### src/rtl/decimal_key_entry_if.sv
// rtl/decimal_key_entry_if.sv - key entry bus: raw key lines and clear in, code/flags/BCD buffer out
interface decimal_key_entry_if #(
  parameter int NUM_KEYS = 10,
  parameter int DIGITS   = 4
);
  logic [NUM_KEYS-1:0] d;
  logic                clear;
  logic [3:0]          b;
  logic                valid;
  logic                error;
  logic [4*DIGITS-1:0] digits;
  logic [3:0]          count;

  modport master (output d, clear, input b, valid, error, digits, count);
  modport slave  (input d, clear, output b, valid, error, digits, count);
endinterface

### src/rtl/decimal_key_entry.sv
// rtl/decimal_key_entry.sv - synchronised, debounced key encoder with BCD digit entry buffer
// Accepts one key per press/release cycle; multi-key presses hold error until a clean release.
module decimal_key_entry #(
  parameter int NUM_KEYS        = 10,
  parameter int DIGITS          = 4,
  parameter int DEBOUNCE_CYCLES = 4,
  parameter int ACTIVE_LOW      = 1
) (
  input  logic                 clk,
  input  logic                 rst,
  decimal_key_entry_if.slave   bus
);
  localparam int CW = $clog2(DEBOUNCE_CYCLES + 1);
  localparam int DW = 4 * DIGITS;
  localparam logic [NUM_KEYS-1:0] IDLE_LEVEL = {NUM_KEYS{ACTIVE_LOW != 0}};
  localparam logic [NUM_KEYS-1:0] ONE_KEY    = NUM_KEYS'(1);
  localparam logic [CW-1:0]       CNT_ONE    = CW'(1);
  localparam logic [CW-1:0]       CNT_MAX    = CW'(DEBOUNCE_CYCLES);
  localparam logic [CW-1:0]       CNT_REL    = CW'(DEBOUNCE_CYCLES - 1);

  typedef enum logic [2:0] {
    S_IDLE,
    S_DEBOUNCE,
    S_ACCEPT,
    S_HELD,
    S_ERROR
  } state_t;

  state_t              state, state_nxt;
  logic [NUM_KEYS-1:0] sync1, sync2, pressed;
  logic [CW-1:0]       cnt, cnt_nxt;
  logic [3:0]          key, key_nxt, key_idx;
  logic                is_none, is_single, accept;
  logic [3:0]          b_r, count_r;
  logic [DW-1:0]       digits_r, digits_shift;

  always_ff @(posedge clk) begin
    if (rst) begin
      sync1 <= IDLE_LEVEL;
      sync2 <= IDLE_LEVEL;
    end else begin
      sync1 <= bus.d;
      sync2 <= sync1;
    end
  end

  assign pressed   = (ACTIVE_LOW != 0) ? ~sync2 : sync2;
  assign is_none   = (pressed == '0);
  assign is_single = !is_none && ((pressed & (pressed - ONE_KEY)) == '0);

  always_comb begin
    key_idx = '0;
    for (int k = 0; k < NUM_KEYS; k++) begin
      if (pressed[k]) key_idx = 4'(k);
    end
  end

  always_ff @(posedge clk) begin
    if (rst) begin
      state <= S_IDLE;
      cnt   <= '0;
      key   <= '0;
    end else begin
      state <= state_nxt;
      cnt   <= cnt_nxt;
      key   <= key_nxt;
    end
  end

  always_comb begin
    state_nxt = state;
    cnt_nxt   = cnt;
    key_nxt   = key;
    case (state)
      S_IDLE: begin
        if (is_single) begin
          state_nxt = S_DEBOUNCE;
          key_nxt   = key_idx;
          cnt_nxt   = CNT_ONE;
        end else if (!is_none) begin
          state_nxt = S_ERROR;
          cnt_nxt   = '0;
        end
      end
      S_DEBOUNCE: begin
        if (is_single && key_idx == key) begin
          if (cnt == CNT_MAX) state_nxt = S_ACCEPT;
          else                cnt_nxt   = cnt + CNT_ONE;
        end else if (is_none || is_single) begin
          state_nxt = S_IDLE;
        end else begin
          state_nxt = S_ERROR;
          cnt_nxt   = '0;
        end
      end
      S_ACCEPT: begin
        state_nxt = S_HELD;
        cnt_nxt   = '0;
      end
      // Both wait for DEBOUNCE_CYCLES consecutive released samples; any press restarts the wait.
      S_HELD, S_ERROR: begin
        if (is_none) begin
          if (cnt == CNT_REL) state_nxt = S_IDLE;
          else                cnt_nxt   = cnt + CNT_ONE;
        end else begin
          cnt_nxt = '0;
        end
      end
      default: state_nxt = S_IDLE;
    endcase
  end

  assign accept = (state == S_ACCEPT);

  generate
    if (DIGITS == 1) begin : g_one_digit
      assign digits_shift = key;
    end else begin : g_multi_digit
      assign digits_shift = {digits_r[DW-5:0], key};
    end
  endgenerate

  // Clear takes effect first, so a coincident digit accept leaves just that digit.
  always_ff @(posedge clk) begin
    if (rst) begin
      b_r      <= '0;
      digits_r <= '0;
      count_r  <= '0;
    end else begin
      if (accept) b_r <= key;
      if (accept && key <= 4'd9) begin
        if (bus.clear) begin
          digits_r <= DW'(key);
          count_r  <= 4'd1;
        end else begin
          digits_r <= digits_shift;
          if (count_r != 4'(DIGITS)) count_r <= count_r + 4'd1;
        end
      end else if (bus.clear) begin
        digits_r <= '0;
        count_r  <= '0;
      end
    end
  end

  assign bus.b      = b_r;
  assign bus.valid  = accept;
  assign bus.error  = (state == S_ERROR);
  assign bus.digits = digits_r;
  assign bus.count  = count_r;
endmodule

### src/flat_wrapper.sv
// flat-port wrapper written by rule: the top's interface ports become plain ports
module decimal_key_entry_flat 
#(
  parameter int NUM_KEYS        = 10,
  parameter int DIGITS          = 4,
  parameter int DEBOUNCE_CYCLES = 4,
  parameter int ACTIVE_LOW      = 1
)
  (clk, rst, bus_d, bus_clear, bus_b, bus_valid, bus_error, bus_digits, bus_count);
  decimal_key_entry_if #(.NUM_KEYS(NUM_KEYS), .DIGITS(DIGITS)) bus_i ();
  input  logic clk;
  input  logic rst;
  input wire logic [$bits(bus_i.d)-1:0] bus_d;
  input wire logic [$bits(bus_i.clear)-1:0] bus_clear;
  output wire logic [$bits(bus_i.b)-1:0] bus_b;
  output wire logic [$bits(bus_i.valid)-1:0] bus_valid;
  output wire logic [$bits(bus_i.error)-1:0] bus_error;
  output wire logic [$bits(bus_i.digits)-1:0] bus_digits;
  output wire logic [$bits(bus_i.count)-1:0] bus_count;
  assign bus_i.d = bus_d;
  assign bus_i.clear = bus_clear;
  assign bus_b = bus_i.b;
  assign bus_valid = bus_i.valid;
  assign bus_error = bus_i.error;
  assign bus_digits = bus_i.digits;
  assign bus_count = bus_i.count;
  decimal_key_entry #(.NUM_KEYS(NUM_KEYS), .DIGITS(DIGITS), .DEBOUNCE_CYCLES(DEBOUNCE_CYCLES), .ACTIVE_LOW(ACTIVE_LOW)) u_core (.clk(clk), .rst(rst), .bus(bus_i));
endmodule
### config.mk
export PLATFORM = sky130hd
export DESIGN_NAME = decimal_key_entry_flat
export DESIGN_NICKNAME = d
export VERILOG_FILES = /design/src/rtl/decimal_key_entry_if.sv /design/src/rtl/decimal_key_entry.sv /design/src/flat_wrapper.sv
export SDC_FILE = /design/constraint.sdc
export NUM_CORES = 1
export LEC_CHECK = 0
export CORE_MARGIN = 2
export CORE_UTILIZATION = 40
export DETAILED_ROUTE_END_ITERATION = 8
export DONT_BUFFER_PORTS = 1
export GPL_TIMING_DRIVEN = 0
export SETUP_SLACK_MARGIN = 0.4
export SYNTH_ARGS = -nofsm -noshare
export SYNTH_HDL_FRONTEND = slang
export SYNTH_SLANG_ARGS = --single-unit
### constraint.sdc
create_clock -name clk -period 1.9 [get_ports clk]
set_input_delay 0.095 -clock clk [delete_from_list [all_inputs] [get_ports clk]]
set_output_delay 0.095 -clock clk [all_outputs]
set_load 0.02 [all_outputs]
Yosys cells after proc, flatten, opt, wreduce, memory -nomap -nowiden
Cells that the tools add are included.

word-level totals
  bits in registers = 54
  output and inout port bits = 26
  word-level logic and storage cells = 77

operators by class
  $add $sub $neg = 3
  magnitude comparators = 1
  equality and inequality tests = 15
  mux-type cells = 32
  bitwise logic cells = 2
  reduce and logical (&&, ||, !) cells = 16

operators by type and width
  kind                                                   count
  two-way mux 3 bit                                      18
  two-way mux 16 bit                                     3
  two-way mux 4 bit                                      6
  case mux 3 bit (4 select lines)                        2
  logical NOT 10 bit                                     2
  != test 3 bit, second input constant                   4
  bitwise AND 10 bit                                     1
  inverter 10 bit                                        1
  subtractor 10 x 1 -> 10 bit, second input constant     1
  equality test 3 x 2 -> 1 bit, second input constant    3
  equality test 3 bit, second input constant             2
  AND reduction 5 bit                                    1
  adder 4 x 1 -> 4 bit, second input constant            1
  equality test 4 bit                                    1
  less-or-equal comparator 4 bit, second input constant  1
  two-way mux 2 bit                                      2
  != test 2 x 1 -> 1 bit, second input constant          2
  != test 4 x 3 -> 1 bit, second input constant          1
  AND reduction 2 bit                                    2
  AND reduction 4 bit                                    1
  nonzero test 2 bit                                     2
  nonzero test 4 bit                                     1
  adder 3 x 1 -> 3 bit, second input constant            1
  equality test 3 x 1 -> 1 bit, second input constant    1
  7 further kinds                                        9

Depth between registers and ports, before layout
Gate-level depths: netlist of the first run.

  depth after elaboration = 14
  gate-level depth with buffers = 9

Worst setup path after synthesis of the first run
Ideal clock, no wire load.

  kind = reg-to-reg
  start point = register u_core.state[2]
  end point = register u_core.cnt[0]
  setup time = 86 ps
  arrival = 2000 ps
  data required time = 1814 ps
  path slack = -187 ps
  stages on the path, launching flop included = 8
  path buffers = 1
  period minus slack after synthesis = 2087 ps
  cell sequence = dfxtp_1 clkbuf_1 nor3b_1 a21oi_1 or3_1 o311ai_0 a21oi_1 a221oi_2

on the way
  word-level cells in the longest chain between the ends = 4
  elaborated cells between the ends (all ways) = 13
  classes of those cells = eq/ne (8); mux (1); reduce/logical (4)

RTL lines
  item                                                           RTL line                 text
  start: declaration                                             decimal_key_entry.sv:29  state_t state, state_nxt;
  start signal: assignment                                       decimal_key_entry.sv:64  state <= state_nxt;
  equality test 3 bit *                                          n/a
  via bus_error                                                  flat_wrapper.sv:17       output wire logic [$bits(bus_i.error)-1:0] bus_error;
  OR reduction 2 bit *                                           decimal_key_entry.sv:74  case (state)
  != test 3 bit (no line) or nonzero test 4 bit (tied branches)  n/a
  AND reduction 5 bit (no line)                                  n/a
  end signal: assignment                                         decimal_key_entry.sv:65  cnt <= cnt_nxt;
  end: declaration                                               decimal_key_entry.sv:31  logic [CW-1:0] cnt, cnt_nxt;

Mark *: on every way through the listed nets, which the timed path passes. The rest lies on a longest branch.
A chain may end at the register's enable or synchronous reset.

Worst setup path in the final report of the first run
  start point = register u_core.sync2[5]
  end point = register u_core.cnt[2]

on the way
  word-level cells in the longest chain between the ends = 10
  elaborated cells between the ends (all ways) = 24
  classes of those cells = add/sub (1); eq/ne (5); mux (9); bitwise (2); reduce/logical (7)

RTL lines
  item                                                                                 RTL line                 text
  start: declaration                                                                   decimal_key_entry.sv:30  logic [NUM_KEYS-1:0] sync1, sync2, pressed;
  start signal: assignment                                                             decimal_key_entry.sv:43  sync2 <= sync1;
  inverter 10 bit *                                                                    decimal_key_entry.sv:47  assign pressed = (ACTIVE_LOW != 0) ? ~sync2 : sync2;
  parallel branches: the longest is 9 deep, another holds subtractor 10 x 1 -> 10 bit  n/a

Mark *: on every way between the ends.

==> results of run 1 <==
==> cells in the final DEF (no fill, tap or decap), types with 5 or more instances in the layout <==
cell	n
dfxtp_1	43
nor3_1	8
nor2_1	16
inv_1	7
nand4_1	6
o21ai_1	5
a21oi_2	15
or2_2	21
dlygate4sd3_1	12
nand2_2	5
buf_6	12
clkbuf_1	6
nand2_1	26
dfxtp_2	7
a21oi_1	14
nand2_4	12
clkbuf_8	7
buf_4	14
==> through the flow <==
step | utilization [%] | setup slack (ns)
after CTS | 51.1 | -0.232
after detailed placement | 44.3 | -0.270
after global placement | 44.3 | -0.259
after global routing | 58.2 | -0.338
after floorplan | - | -0.0915
final | 58.2 | -0.232
==> state kept, by name (all words and copies together) (netlist names) <==
| register | flops |
|---|---|
| u_core.state | 3 |
| u_core.bus.count | 4 |
| u_core.bus.b | 4 |
| u_core.cnt | 3 |
| u_core.key | 4 |
| u_core.sync1 | 10 |
| u_core.bus.digits | 16 |
| u_core.sync2 | 10 |
==> power groups by stage <==
stage / Clock (mW) / Combinational (mW) / Sequential [mW]
final: 0.678 / 1.77 / 1.37
after global routing: 0.741 / 1.89 / 1.39
after CTS: 0.695 / 1.28 / 1.36
after detailed placement: 0 / 1.01 / 1.38
after global placement: 0 / 1.00 / 1.38
after floorplan: 0 / 0.830 / 1.35
==> tightest hold or removal path, cell delays in order <==
cell,delay [ns]
nor2b_1,0.03
a21oi_1,0.11
nor3_1,0.06
==> cell type report <==
cell class                 instances  area share [%]
multi-input combinational        212            46.9
sequential                        54            31.7
timing repair buffer              35            10.4
buffer                            18            4.52
tap                               75            2.69
clock buffer                       7            2.48
inverter                           9            1.11
clock inverter                     1           0.251
==> worst min path at each step <==
stage / startpoint / endpoint / slack, ns / cells past startpoint
final: bus_clear / u_core.bus.digits[3] / 0.02 / 3
after global routing: bus_clear / u_core.bus.digits[3] / 0.02 / 3
after CTS: bus_clear / u_core.bus.digits[3] / 0.01 / 3
after detailed placement: bus_d[4] / u_core.sync1[4] / 0.20 / 1
after global placement: bus_d[4] / u_core.sync1[4] / 0.20 / 1
after floorplan: bus_d[0] / u_core.sync1[0] / 0.20 / 1
==> cells by family after synthesis <==
group                      synth area share [%]
xor gates and xnor gates                   1.39
and+or+nand+nor                            29.4
adders and majority gates                  2.89
AOI/OAI and AO/OA                          17.5
DFF                                        43.0
buffers and inverters                      4.23
muxes                                      1.59
==> cell usage after synthesis, types with 2 or more instances <==
cell type / instances / share of area (%)
nand3_1: 5 / 1.0
or3_1: 4 / 1.0
nor3_1: 11 / 2.2
and3_1: 3 / 0.75
nor2b_1: 4 / 1.0
buf_2: 2 / 0.40
clkbuf_2: 2 / 0.40
mux2i_1: 4 / 1.6
inv_1: 9 / 1.3
ha_1: 5 / 2.5
nand3b_1: 3 / 0.90
and4_1: 2 / 0.70
buf_1: 2 / 0.30
nand4_1: 6 / 1.5
dfxtp_1: 54 / 43
a211oi_2: 2 / 1.0
nor3b_1: 3 / 0.90
nand2_1: 44 / 6.6
or2_2: 21 / 5.2
clkbuf_1: 12 / 1.8
a31oi_1: 2 / 0.50
xor2_1: 3 / 1.0
nor2_1: 17 / 2.5
a21oi_1: 29 / 5.8
o21ai_0: 11 / 2.2
a21o_1: 4 / 1.2
nor4_1: 2 / 0.50
==> repair_timing <==
action | 4_1_cts | 5_1_grt
endpoints found under the hold margin | 15 | 0
setup endpoints to repair | 35 | 28
buffers inserted | 9 | 11
resized for setup | 38 | 90
hold buffers | 12 | 0
pin swaps | 10 | 13
cloned | 1 | 2
==> routing by layer <==
metal | part of all wire [%] | GRT usage [%]
met1 | 46 | 22.1
met5 | 0 | 0
met3 | 4.7 | 3.58
met4 | 1.2 | 5.37
met2 | 48 | 27.1
==> metrics.yaml, run 1 <==
timing:
  rsz0062_at_grt: "true"
  fmax_mhz: 469
  slew_viol_final: 0
  finalSetupTns_ns: -1.02
  layout_min_cycle_time_ns: 2.13
  clock_skew_ns: 0.0137
  postLayoutSetupSlackWorst_ns: -0.232
  holdWs_ns: 0.0212
  hold_viol: 0
  period_share_pct: 112
  setup_viol: 8
  worst_slew_pin_slew_ns: 0.702
  slew_headroom_pct: 53.2
pwr:
  pwr-share-seq_pct: 36.0
  intPower_mw: 2.40
  p_sw_mw: 1.43
  cellPowerDensity_nw_per_um2: 1100
  combPwrFrac_pct: 46.3
  pwr-share-clk_pct: 17.7
  p_total_mw: 3.82
  swShare_pct: 37.3
  ir_worst_vdd_v: 0.000590
  p_leak_nw: 1.39
cts:
  insertion_delay_ns: 0.31
  cts-buffers-inserted: 5
  h-tree-depth: 2
  clock_sinks: 54
  cts_tree: "built"
  clock_path_buffers: 2
  clk_pin_slew_ns: 0.10
  cts-root-buf: "clkbuf_8"
critical_path:
  crit_slowest_cell: "o311a_4"
  critPathKind: "flip-flop to flip-flop"
  reg2reg_slack_ns: -0.23
  startpoint: "u_core.sync2[5]"
  cp_cell_sequence: "buf_6 -> nand4_4 -> xor2_1 -> or3_1 -> o311a_4 -> nor4_4 -> o21bai_2 -> a211oi_2"
  crit_buf_inv: 1
  path_delay_family: "simple AND/OR/NAND/NOR gates"
  arrival_ns: 2.35
  required_ns: 2.12
  crit_fanout: 8
  reg2reg_depth: 8
  cp-end-kind: "flip-flop"
  startpoint_type: "flip-flop"
  reg2reg_to: "u_core.cnt[2]"
  rr_startpoint: "u_core.sync2[5]"
  slowest_delay_ns: 0.35
  path_depth: 8
  endpoint: "u_core.cnt[2]"
cells_and_area:
  diodes: 0
  fin_nets: 353
  drive_gt1_share_pct: 41.7
  final_cells: 411
  fillCellCount: 507
  final_area_um2: 3490
  area_delta_synth_final_pct: 38.8
  regArea_um2: 1100
  multi_input_area_um2: 1640
logic_synthesis:
  ys.flop_type: "dfxtp_1"
  synth_warnings: 0
  netlist_area_um2: 2510
  synthArstFlopShare_pct: 0
  synth_area_per_cell_um2: 8.57
  synth.net_count: 311
  synth_cell_types: 54
  ys_seq_elements: 54
  synth_edf_count: 0
  syn_inst: 293
  seq_area_frac_synth_pct: 43.0
global_routing:
  grt_pass1_wl_um: 9750
  grt-ovfl-total: 0
  grt_start_max_net_pins: 17
  antenna_found_initial: 0
  grt_usage_pct: 16.7
  grt_pass1_vias: 2094
placed_design:
  globalplace.congestion: 0.814
  place_area_um2: 2650
  hpwl_um: 3720
  dp.cells: 368
  place.port_buffers: 0
detailed_routing:
  wire_per_inst_um: 15.3
  via_per_inst: 5.52
  vias: 2268
  postRouteAntennaNets: 0
  drc: 0
  drt-initial-drc-count: 131
  firstDrtPassIters: 4
  wl_um: 6300
hold_path:
  hold_path_class: "input port to flip-flop"
floorplan:
  core-area_um2: 5990
  ios: 39
  fp.dieH_um: 83.3
  dieArea_um2: 6930
  start_util_pct: 41.9
  rows: 28
  die_w_um: 83.3
status:
  failed_checks: "negative setup slack"
  status: "complete, but fails checks"
job:
  max_cap_violations: 0
Note: power is estimated with default switching activity, not from simulation.
==> run 2, diff against run 1 <==
clock period = 1.95 ns   (was 1.9 ns; I/O delays follow)
==> metrics.yaml, run 2 (synthesis gave the netlist of run 1 again) <==
status:
  status: "complete, but fails checks"
  failed_checks: "negative setup slack"
cts:
  cts-buffers-inserted: 5
  insertion_delay_ns: 0.31
  h-tree-depth: 2
  cts_tree: "built"
  clk_pin_slew_ns: 0.09
  cts-root-buf: "clkbuf_8"
  clock_sinks: 54
  clock_path_buffers: 2
cells_and_area:
  final_area_um2: 3090
  area_delta_synth_final_pct: 23.2
  diodes: 0
  largest_reg_flops: 16
  final_common_cell: "dfxtp_1"
  drive_gt1_share_pct: 28.1
  final_cell_mix: "dfxtp_1 (46), nand2_1 (42), a21oi_1 (25)"
  fin_nets: 341
  finalCoreUtilization_pct: 51.7
floorplan:
  fp.dieH_um: 83.3
  core-area_um2: 5990
  ios: 39
  die_w_um: 83.3
  start_util_pct: 41.9
  rows: 28
  dieArea_um2: 6930
critical_path:
  arrival_ns: 2.40
  cp_cell_sequence: "buf_8 -> nand4_4 -> xor2_2 -> or3_4 -> o311a_4 -> nor4_4 -> o21bai_2 -> a211oi_2"
  path_delay_family: "simple AND/OR/NAND/NOR gates"
  crit_fanout: 4
  required_ns: 2.17
  reg2reg_depth: 8
  crit_buf_inv: 1
  reg2reg_to: "u_core.cnt[2]"
  rr_startpoint: "u_core.sync2[4]"
  reg2reg_slack_ns: -0.22
  crit_slowest_cell: "o311a_4"
  startpoint: "u_core.sync2[4]"
  slowest_delay_ns: 0.35
  critPathKind: "flip-flop to flip-flop"
  cp-end-kind: "flip-flop"
  startpoint_type: "flip-flop"
global_routing:
  grt_usage_pct: 15.9
  antenna_found_initial: 0
  grt_pass1_wl_um: 9270
  grt_use_met1_pct: 21.8
  grt_start_max_net_pins: 17
  grt-ovfl-total: 0
  gr-usage-met2_pct: 25.5
  grt_pass1_vias: 1960
  grtUsageMet3_pct: 3.58
  grt_busiest_layer: "met2"
timing:
  hold_viol: 0
  slew_headroom_pct: 62.3
  rsz0062_at_grt: "true"
  fmax_mhz: 460
  finalSetupTns_ns: -0.932
  slew_viol_final: 0
  holdWs_ns: 0.0209
  setup_viol: 5
  clock_skew_ns: 0.0105
  layout_min_cycle_time_ns: 2.17
  worst_slew_pin_slew_ns: 0.566
  period_share_pct: 112
  postLayoutSetupSlackWorst_ns: -0.224
hold_path:
  hold_path_depth: 3
  hold_path_class: "input port to flip-flop"
  min_from: "bus_clear"
  min_to: "u_core.bus.count[1]"
detailed_routing:
  drc: 0
  wl_um: 5470
  vias: 2136
  wire_per_inst_um: 13.7
  drt-initial-drc-count: 74
  firstDrtPassIters: 4
  postRouteAntennaNets: 0
  via_per_inst: 5.35
placed_design:
  place.port_buffers: 0
  place_area_um2: 2650
  hpwl_um: 3700
  globalplace.congestion: 0.810
pwr:
  cellPowerDensity_nw_per_um2: 1040
  ir_worst_vdd_v: 0.000496
  p_leak_nw: 1.16
job:
  max_cap_violations: 0
==> run 2: cell types whose count changed in the layout (fill, tap and decap cells not counted), moves of 3 or more <==
cell	delta
nand2_1	+16
a21oi_1	+11
a21oi_2	-11
nand2_4	-11
buf_6	-10
o21ai_0	+6
clkbuf_2	+4
nand2_2	-4
o21ai_1	-4
buf_4	-3
buf_8	-3
dfxtp_1	+3
==> run 2: how the worst max path moves through the flow <==
stage | slack, ns | cells after the start | endpoint
6_report | -0.22 | 8 | u_core.cnt[2]
2_1_floorplan | -0.04 | 8 | u_core.state[1]
3_3_place_gp | -0.22 | 7 | u_core.state[1]
5_1_grt | -0.30 | 7 | u_core.cnt[2]
4_1_cts | -0.22 | 8 | u_core.cnt[2]
3_5_place_dp | -0.24 | 7 | u_core.cnt[0]
==> run 2: layer usage <==
layer,share of wire [%],routed length [um],up-vias
li1,-,-,1088
met2,46,2530,42
met4,1.2,63,0
met1,48,2630,999
met3,4.4,240,7
met5,0,0,-
==> run 2: through the flow <==
| stage | instances | worst slack [ns] | total power, mW |
|---|---|---|---|
| 2_1_floorplan | 293 | -0.0415 | 2.12 |
| 3_3_place_gp | 368 | -0.215 | 2.32 |
| 3_5_place_dp | 368 | -0.236 | 2.32 |
| 4_1_cts | 396 | -0.215 | 3.19 |
| 5_1_grt | 399 | -0.301 | 3.44 |
| 6_report | 399 | -0.224 | 3.23 |
==> run 2: repair_timing <==
action | in CTS | in global routing
pin swaps | 5 | 2
gates resized for setup | 25 | 15
cloned | 1 | 0
endpoints found under the setup margin | 29 | 31
hold endpoints to repair | 14 | 0
setup buffers | 7 | 3
hold buffers | 12 | 0
==> run 2: final cells by class <==
| class | count | area (um2) |
|---|---|---|
| buffer | 18 | 113 |
| timing repair buffer | 23 | 206 |
| multi-input combinational | 212 | 1440 |
| tap | 75 | 93.8 |
| fill | 545 | 2900 |
| sequential | 54 | 1100 |
| inverter | 9 | 33.8 |
| clock inverter | 1 | 8.76 |
| clock buffer | 7 | 96.3 |
==> run 2: worst register-to-register path: stages, from the launching register on <==
cell	delay, ns
dfxtp_2	0.34
buf_8	0.09
nand4_4	0.12
xor2_2	0.18
or3_4	0.34
o311a_4	0.35
nor4_4	0.34
o21bai_2	0.12
a211oi_2	0.21
==> run 2: report_power, final <==
part / switching, mW / internal, mW / total, mW
clock network: 0.350 / 0.326 / 0.676
registers: 0.123 / 1.20 / 1.33
logic: 0.704 / 0.526 / 1.23
==> run 3, diff against run 2 <==
ABC_AREA = 1   (was not set)
==> metrics.yaml, run 3 <==
placed_design:
  place.port_buffers: 0
  globalplace.congestion: 0.846
  hpwl_um: 3420
cells_and_area:
  fillCellCount: 567
  largest_reg_flops: 16
  drive_gt1_share_pct: 27.8
  multi_input_area_um2: 1290
  regArea_um2: 1100
  final_cell_mix: "nand2_1 (91), dfxtp_1 (45), inv_1 (37)"
  diodes: 0
  final_common_cell: "nand2_1"
  area_delta_synth_final_pct: 26.7
  fin_nets: 377
  finalCoreUtilization_pct: 51.8
pwr:
  p_leak_nw: 1.31
  p_total_mw: 3.40
  cellPowerDensity_nw_per_um2: 1120
  ir_worst_vdd_v: 0.000477
logic_synthesis:
  ys.flop_type: "dfxtp_1"
  synthArstFlopShare_pct: 0
  synth_warnings: 0
  synth.top_cells.by_count: "nand2_1 (101), dfxtp_1 (54), inv_1 (39), a21oi_1 (32), or2_2 (21)"
  syn_inst: 329
  synth_edf_count: 0
  seq_area_frac_synth_pct: 45.2
  yosysMostFrequentCell: "nand2_1"
  yosysTopAreaCellShare_pct: 45.2
  netlist_area_um2: 2390
  yosysTopAreaCell: "dfxtp_1"
  ys_seq_elements: 54
  synth.net_count: 347
  synth_area_leaders: "dfxtp_1 (45%), nand2_1 (16%), a21oi_1 (6.7%), inv_1 (6.1%), or2_2 (5.5%)"
  synth_cell_types: 24
  synth_area_per_cell_um2: 7.26
floorplan:
  core-area_um2: 5850
  fp.dieH_um: 81.3
  die_w_um: 81.3
  ios: 39
  start_util_pct: 40.8
  rows: 28
  dieArea_um2: 6610
global_routing:
  gr-usage-met2_pct: 23.7
  grt_usage_pct: 15.7
  antenna_found_initial: 0
  grt-ovfl-total: 0
  grt_start_max_net_pins: 17
  grtUsageMet3_pct: 5.67
  grt_pass1_wl_um: 8080
  grt_use_met1_pct: 20.7
  grt_busiest_layer: "met2"
  grt_pass1_vias: 1837
detailed_routing:
  vias: 2028
  drc: 0
  wire_per_inst_um: 11.5
  drt-initial-drc-count: 55
  via_per_inst: 4.66
  firstDrtPassIters: 4
  postRouteAntennaNets: 0
  wl_um: 5000
hold_path:
  hold_path_class: "input port to flip-flop"
timing:
  setup_viol: 0
  hold_viol: 0
  finalSetupTns_ns: 0
  worst_slew_pin_slew_ns: 0.562
  clock_skew_ns: 0.00530
  layout_min_cycle_time_ns: 1.80
  fmax_mhz: 555
  rsz0062_at_grt: "true"
  period_share_pct: 92.4
  slew_headroom_pct: 62.5
  slew_viol_final: 0
  holdWs_ns: 0.0352
critical_path:
  slowest_delay_ns: 0.38
  cp-end-kind: "flip-flop"
  cp_cell_sequence: "nand2_4 -> nor2_4 -> nand2_2 -> nand2_1 -> nand2_1 -> nor2_2 -> nand3_2 -> nor2_4 -> nand3_4 -> nor2_4 -> nand2_1 -> nand2_4 -> nand2_1 -> nand2_1 -> nor2_2"
  arrival_ns: 2.01
  path_delay_family: "simple AND/OR/NAND/NOR gates"
  startpoint_type: "flip-flop"
  critPathKind: "flip-flop to flip-flop"
  crit_buf_inv: 0
  crit_path_frequent_cell: "nand2_1"
  required_ns: 2.16
  crit_slowest_cell: "dfxtp_4"
  crit_fanout: 5
cts:
  cts-root-buf: "clkbuf_8"
  cts-buffers-inserted: 5
  clk_pin_slew_ns: 0.09
  h-tree-depth: 2
  cts_tree: "built"
  clock_path_buffers: 2
  clock_sinks: 54
  insertion_delay_ns: 0.30
job:
  max_cap_violations: 0
status:
  status: "completed"
run 3: cell types whose count changed after synthesis, sizes merged, moves of 7 or more:
cell	change
nand2	+63
inv	+31
nor3	-7
nand3	+7
nor2	+10
clkbuf	-8
run 3: per-stage QoR:
| step | worst slack, ns | cell area, um2 | std cells |
|---|---|---|---|
| floorplan | 0.316 | 2420 | 329 |
| global placement | 0.155 | 2510 | 404 |
| detailed placement | 0.149 | 2510 | 404 |
| CTS | 0.149 | 2800 | 429 |
| global route | -0.0310 | 3030 | 435 |
| finish | 0.149 | 3030 | 435 |
run 3: per-layer routing:
| layer | vias up | part of all wire (%) |
|---|---|---|
| li1 | 1086 | - |
| met1 | 902 | 47 |
| met2 | 36 | 47 |
| met3 | 4 | 5.2 |
| met4 | 0 | 0.92 |
| met5 | - | 0 |
run 3: logic make-up (layout without fill, tap and decap cells):
logic type               Yosys count  in the layout  share of synthesized area, %
AND/OR/NAND/NOR                  173            173                          33.1
flip-flops                        54             54                          45.2
buffers and inverters             48             79                          7.59
AO/OA/AOI/OAI                     47             47                          10.7
adder cells (fa/ha/maj)            5              5                          2.62
XOR/XNOR                           2              2                         0.733
run 3: power breakdown:
| part | leakage, nW | internal, mW | switching, mW |
|---|---|---|---|
| Clock | 0.0514 | 0.383 | 0.357 |
| Combinational | 0.816 | 0.513 | 0.772 |
| Sequential | 0.441 | 1.23 | 0.144 |
| Total | 1.31 | 2.13 | 1.27 |
run 3: area by class of cell:
| class | count | share of cell area (%) |
|---|---|---|
| multi-input combinational | 227 | 42.7 |
| sequential | 54 | 36.4 |
| timing repair buffer | 23 | 7.52 |
| inverter | 41 | 5.17 |
| tap | 75 | 3.10 |
| clock buffer | 6 | 2.40 |
| buffer | 7 | 1.49 |
| clock inverter | 2 | 1.24 |
run 3: timing repair:
item | CTS | global route
setup endpoints to repair | 29 | 29
gates cloned | 0 | 2
pin swaps | 4 | 4
gates resized for setup | 10 | 47
hold endpoints to repair | 18 | 0
hold buffers | 11 | 0
setup buffers | 6 | 4
run 3: tightest hold or removal path, delay by kind of cell:
kind,cells,cell delay [ns]
buffers and inverters,1,0.06
AO/OA/AOI/OAI,2,0.15
run 3: final timing paths:
kind / start / end / slack [ns] / cells after the start
min: bus_clear / u_core.bus.count[2] / 0.04 / 3
max reg2reg: u_core.sync2[4] / u_core.cnt[1] / 0.15 / 15
min reg2reg: u_core.sync1[6] / u_core.sync2[6] / 0.42 / 1
max: u_core.sync2[4] / u_core.cnt[1] / 0.15 / 15
